<file path="src/rtl/mux_arb_pkg.sv">
// mux_arb_pkg: shared constants and channel-index helpers for mux_arb_n.
package mux_arb_pkg;
  localparam int MUX_DEFAULT_WIDTH = 5;
  function automatic int sel_sat(input int sel, input int n);
    return (sel >= n - 1) ? n - 1 : sel;
  endfunction
  function automatic int rr_next(input int ptr, input int n);
    return (ptr >= n - 1) ? 0 : ptr + 1;
  endfunction
endpackage

</file>
<file path="src/rtl/mux_arb_n_rr_pick.sv">
// rr_pick: combinational round-robin grant, first valid channel at or after i_ptr.
module rr_pick #(
  parameter int NUM_IN = 3,
  parameter int SEL_W  = $clog2(NUM_IN)
) (
  input  logic [NUM_IN-1:0] i_valid,
  input  logic [SEL_W-1:0]  i_ptr,
  output logic [SEL_W-1:0]  o_grant,
  output logic              o_any
);
  logic [2*NUM_IN-1:0] w_dbl;
  logic [NUM_IN-1:0]   w_rot;
  logic [SEL_W-1:0]    w_off;
  logic [SEL_W:0]      w_sum;
  // Rotate so bit 0 is the channel at i_ptr; lowest set bit is the winner's offset.
  assign w_dbl = {i_valid, i_valid} >> i_ptr;
  assign w_rot = w_dbl[NUM_IN-1:0];
  always_comb begin
    w_off = '0;
    for (int k = NUM_IN - 1; k >= 0; k--) w_off = w_rot[k] ? SEL_W'(k) : w_off;
  end
  assign w_sum   = {1'b0, i_ptr} + {1'b0, w_off};
  assign o_grant = (w_sum >= (SEL_W+1)'(NUM_IN)) ? SEL_W'(w_sum - (SEL_W+1)'(NUM_IN)) : SEL_W'(w_sum);
  assign o_any   = |i_valid;
endmodule

</file>
<file path="src/rtl/mux_arb_n.sv">
// mux_arb_n: N-input valid/ready selector with registered output; MUX_RR_EN selects round-robin over sel.
module mux_arb_n
  import mux_arb_pkg::*;
#(
  parameter int WIDTH  = MUX_DEFAULT_WIDTH,
  parameter int NUM_IN = 3,
  parameter int SEL_W  = $clog2(NUM_IN)
) (
  input  logic                    clk,
  input  logic                    rst,
  input  logic [NUM_IN-1:0]       in_valid,
  input  logic [NUM_IN*WIDTH-1:0] in_data,
  output logic [NUM_IN-1:0]       in_ready,
  input  logic [SEL_W-1:0]        sel,
  output logic                    out_valid,
  output logic [WIDTH-1:0]        out_data,
  output logic [SEL_W-1:0]        out_idx,
  input  logic                    out_ready
);
  logic [SEL_W-1:0] w_g;
  logic             w_req;
  logic             w_can_load;
  logic             w_xfer;
  logic             r_valid;
  logic [WIDTH-1:0] r_data;
  logic [SEL_W-1:0] r_idx;
`ifdef MUX_RR_EN
  logic [SEL_W-1:0] r_ptr;
  logic             w_any;
  rr_pick #(.NUM_IN(NUM_IN), .SEL_W(SEL_W)) u_pick (
    .i_valid(in_valid),
    .i_ptr  (r_ptr),
    .o_grant(w_g),
    .o_any  (w_any)
  );
  assign w_req = w_any;
  always_ff @(posedge clk) begin
    if (rst) r_ptr <= '0;
    else if (w_xfer) r_ptr <= SEL_W'(rr_next(int'(w_g), NUM_IN));
  end
`else
  assign w_g   = SEL_W'(sel_sat(int'(sel), NUM_IN));
  assign w_req = in_valid[w_g];
`endif
  assign w_can_load = !r_valid || out_ready;
  assign in_ready   = (rst || !w_can_load) ? '0 : NUM_IN'(1) << w_g;
  assign w_xfer     = !rst && w_can_load && w_req;
  always_ff @(posedge clk) begin
    if (rst) begin
      r_valid <= 1'b0;
      r_data  <= '0;
      r_idx   <= '0;
    end else if (w_xfer) begin
      r_valid <= 1'b1;
      r_data  <= in_data[w_g*WIDTH +: WIDTH];
      r_idx   <= w_g;
    end else if (out_ready) begin
      r_valid <= 1'b0;
    end
  end
  assign out_valid = r_valid;
  assign out_data  = r_data;
  assign out_idx   = r_idx;
endmodule
</file>
<file path="config.mk">
export PLATFORM = sky130hd
export DESIGN_NAME = mux_arb_n
export DESIGN_NICKNAME = d
export VERILOG_FILES = /design/src/rtl/mux_arb_pkg.sv /design/src/rtl/mux_arb_n_rr_pick.sv /design/src/rtl/mux_arb_n.sv
export SDC_FILE = /design/constraint.sdc
export NUM_CORES = 1
export LEC_CHECK = 0
export ABC_AREA = 1
export CAP_MARGIN = 20
export CORE_MARGIN = 2
export CORE_UTILIZATION = 31
export DETAILED_ROUTE_END_ITERATION = 16
export GPL_TIMING_DRIVEN = 0
export MAX_ROUTING_LAYER = met4
export PLACE_DENSITY = 0.77
export RECOVER_POWER = 50
export SLEW_MARGIN = 0
export SYNTH_ARGS = -nofsm -noshare
export SYNTH_HDL_FRONTEND = slang
export SYNTH_SLANG_ARGS = --single-unit
</file>
<file path="constraint.sdc">
create_clock -name clk -period 1.1 [get_ports clk]
set_input_delay 0.33 -clock clk [delete_from_list [all_inputs] [get_ports clk]]
set_output_delay 0.33 -clock clk [all_outputs]
set_load 0.02 [all_outputs]
</file>
## Word level (Yosys, flattened, before mapping)

Cells that the tools add are included.
Widths: inputs -> output; s select.

- Register bits: 8
- Bits of input ports: 23
- Output and inout port bits: 11
- Word-level logic and storage cells: 22

- Multiply operators: 1
- Order comparisons: 2
- Shifts and indexed selects: 2
- Multiplexer cells: 6
- Reductions and logical operators: 8

Operators with widths:

| operator | number |
|---|---|
| $shiftx 15x6->5 | 1 |
| $mul 2x3->5 const B | 1 |
| $logic_not 1->1 | 3 |
| $lt 2x3->1 const B | 1 |
| $mux 1 | 3 |
| $mux 3 | 1 |
| $shl 1x2->3 const A | 1 |
| $bmux 1 s2 | 1 |
| $ge 2x2->1 const B | 1 |
| $logic_and 1x1->1 | 2 |
| $logic_or 1x1->1 | 2 |
| $mux 2 | 1 |
| $reduce_bool 2->1 | 1 |

## Logic depth before layout (Yosys ltp)

- Depth in word-level cells: 6
- Gate-level depth with buffers: 8

## Least setup slack after synthesis

No wires, ideal clock.

- Kind: register to output
- Start point: register r_valid (netlist: out_valid)
- End point: output port in_ready[0]
- Arrival time: 1192 ps
- Data required time: 770 ps
- Slack: -422 ps
- Stages on the path, launching flop included: 4
- Cell sequence: dfxtp_1 -> a21oi_4 -> inv_1 -> nor3_1

- Word-level cells in the longest chain between the ends: 5

RTL lines:

| element | RTL line | text |
|---|---|---|
| start: declaration | mux_arb_n.sv:24 | `logic r_valid;` |
| start signal: assignment | mux_arb_n.sv:50 | `r_valid <= 1'b0;` |
| start signal: assignment | mux_arb_n.sv:54 | `r_valid <= 1'b1;` |
| start signal: assignment | mux_arb_n.sv:58 | `r_valid <= 1'b0;` |
| $logic_not 1->1 | mux_arb_n.sv:45 | `assign w_can_load = !r_valid \|\| out_ready;` |
| $logic_or 1x1->1 | mux_arb_n.sv:45 |  |
| $logic_not 1->1 | mux_arb_n.sv:46 | `assign in_ready = (rst \|\| !w_can_load) ? '0 : NUM_IN'(1) << w_g;` |
| $logic_or 1x1->1 | mux_arb_n.sv:46 |  |
| $mux 3 | mux_arb_n.sv:46 |  |
| end: declaration | mux_arb_n.sv:13 | `output logic [NUM_IN-1:0] in_ready,` |

No other way between the ends.

## Worst setup path in the final report

Ends and elaborated chain as after synthesis.

==> results.md <==
- CP bufs+invs: 2
- Initial antenna violation count: 0
- First-pass GRT wire length: 2230 um
- DP HPWL: 955 um
- DRT antenna net count: 0
- Worst r2r dst: out_data[0]$_SDFFE_PP0P_
- CP max stage cell: dfxtp_4
- Nets: 149
- Vias in the first global route: 551
- Area grow syn2layout: 95.6%
- Die Wd: 44.5 um
- Initial DRC count: 2
- IO Pins: 34
- CP Max Fanout: 3
- Top cell family by delay on the critical path: flip-flops
- Post-Synth Simple-Gate Area: 0.528
- IO buf count: 32
- Avg WL per Cell: 9.14 um
- FF-to-FF path depth: 7
- Largest net degree at the start of global routing: 10
- Initial core utilization: 0.334
- TritonCTS clock tree: done
- Synthesis Warnings: 0
- CP required: 0.77 ns
- Post-synthesis compound-gate area fraction: 0.0614
- Drt drc: 0
- Clock transition at path regs: 0.06 ns
- Failing checks: setup timing
- Setup crit start kind: flop
- Final setup viols: 11
- Cell Count Post-Placement: 128
- Power Total: 0.929 mW
- Unique masters post-synth: 15
- Hold Path End: out_valid$_SDFFE_PP0P_
- Syn nets: 103
- Yosys reg bits: 8
- Overall via count from detail_route: 607
- Overflow after GRT: 0
- Final Hold Vio Count: 0
- CP startpoint: out_valid$_SDFFE_PP0P_
- Max Freq: 712 MHz
- Worst Hold Depth: 4
- ANT cells: 0
- Mapped cell area: 509 um2
- Hold_sp: out_ready
- Final worst-path cycle share: 1.28
- Clk sinks: 8
- Synth Instances: 80
- Post-Synth XOR/XNOR Area: 0
- Finished Layout Cells: 141
- Num CTS Buffers: 3
- Placer congestion estimate: 0.685
- Worst skew pair latency: 0.25 ns
- VDD IR max: 0.378 mV
- Crit Reg-Reg Startpoint: out_valid$_SDFFE_PP0P_
- Critical path endpoint category: output port
- Root Driver: clkbuf_4
- RSZ-0062 raised after global routing: true
- Worst path max stage delay: 0.35 ns
- Seq/Total Area, Yosys: 0.314
- CP cell instances: a21oi_4, inv_4, nor3_4, buf_6
- Setup ws final: -0.305 ns
- Leak Pwr: 0.482 nW
- Post-synthesis adder-cell area fraction: 0
- Largest family of logic cells by synthesized area: simple AND/OR/NAND/NOR gates
- H-tree levels: 1
- Final Max Tran Viols: 0
- Worst-Margin Slew: 0.211 ns
- Row cnt: 14
- Worst rel slew slack: 0.859
- Final WL: 1290 um
- CORE AREA: 0.00152 mm2
- Hold slack final: 0.400 ns
- Die area: 0.00198 mm2
- Reg-to-reg setup timing slack: -0.09 ns
- Worst-case clock skew: 0.00679 ns
- Status: finished with violations
- Layout cell share with drive strength beyond 1: 0.392
- Hold buffer count at cts: 0
- Die height: 44.5 um
- Hold WC Path Type: input port to flop
- Post-synthesis mux area share: 0
- Worst Path Arrival: 1.08 ns
- Crit path time final: 1.41 ns
- Via density: 4.30
- Total Routing Usage GR: 0.151
- Max-Cap Viols: 0
- Power Density: 932 mW/mm2
- Mean Syn Cell Area: 6.37 um2
- CP Class: flop to output port
- Clock Path Buffers: 2
- Drt first pass iters: 5
- Util after Layout: 0.654
synth_stat cells:
master    n  area (um2)
a21oi_1   3        15.0
a21oi_4   1        16.3
buf_6     1        11.3
dfxtp_1   8         160
inv_1     9        33.8
inv_2     1        3.75
nand2_1  27         101
nand2_2   3        18.8
nand2_4   1        11.3
nand3_1   8        40.0
nand3_4   1        17.5
nor2_1   12        45.0
nor2_2    3        18.8
nor2_4    1        11.3
nor3_1    1        5.00
power breakdown:
group / leakage, nW / switching, mW / internal [mW]
Combinational: 0.401 / 0.180 / 0.187
Clock: 0.0150 / 0.0963 / 0.139
Sequential: 0.0665 / 0.0135 / 0.314
Total: 0.482 / 0.290 / 0.639
how the worst max path moves through the flow:
stage	to	cells after the start
floorplan	in_ready[0]	3
detailed placement	in_ready[0]	6
finish	in_ready[0]	4
global placement	in_ready[0]	6
CTS	in_ready[0]	4
global route	in_ready[0]	4
layout make-up:
type / count / area (um2)
Fill cell: 140 / 528
Buffer: 1 / 11.3
Multi-Input combinational cell: 62 / 364
Sequential cell: 8 / 164
Timing Repair Buffer: 40 / 368
Tap cell: 16 / 20.0
Inverter: 10 / 42.5
Clock buffer: 4 / 26.3
sequential cells by signal, summed over array words and instances, names as in the netlist:
name / flops
out_valid: 1
out_data: 5
out_idx: 2
kinds of logic after synthesis:
logic type | count (synthesis)
and+or+nand+nor | 57
buffers and inverters | 11
DFF | 8
AOI/OAI and AO/OA | 4
through the flow:
step                area [um2]  setup TNS [ns]  setup WS [ns]
floorplan                  544          -0.383         -0.150
global placement           885           -8.97          -1.23
detailed placement         885           -9.16          -1.23
CTS                        937           -1.12         -0.389
global route               996           -2.26         -0.359
finish                     996           -1.49         -0.305
per-layer routing:
metal / global-route usage / vias to the layer above / wire length [um]
met5: - / - / 0
met4: 0.0545 / 0 / 0
met3: 0.00816 / 0 / 137
met2: 0.243 / 32 / 640
met1: 0.197 / 238 / 511
li1: - / 337 / -
what timing repair did:
| action | 4_1_cts | 5_1_grt |
|---|---|---|
| pin swaps | 10 | 5 |
| buffers inserted | 5 | 3 |
| resized for setup | 62 | 15 |
| setup endpoints to repair | 19 | 14 |
| cloned | 1 | 0 |
cells in the final DEF, fill, tap and decap left out, types with 5 or more instances in the layout:
master / n
buf_4: 9
buf_6: 7
clkdlybuf4s50_1: 15
dfxtp_1: 7
inv_1: 7
nand2_1: 25
nand2_2: 5
nand3_1: 7
nor2_1: 7
nor2_2: 6
worst min-delay path, delay by kind of cell:
kind | cells | cell delay (ns)
AO/OA/AOI/OAI | 1 | 0.06
buffers and inverters | 2 | 0.16
AND/OR/NAND/NOR | 1 | 0.07
Power figures use the tool's default switching activity.
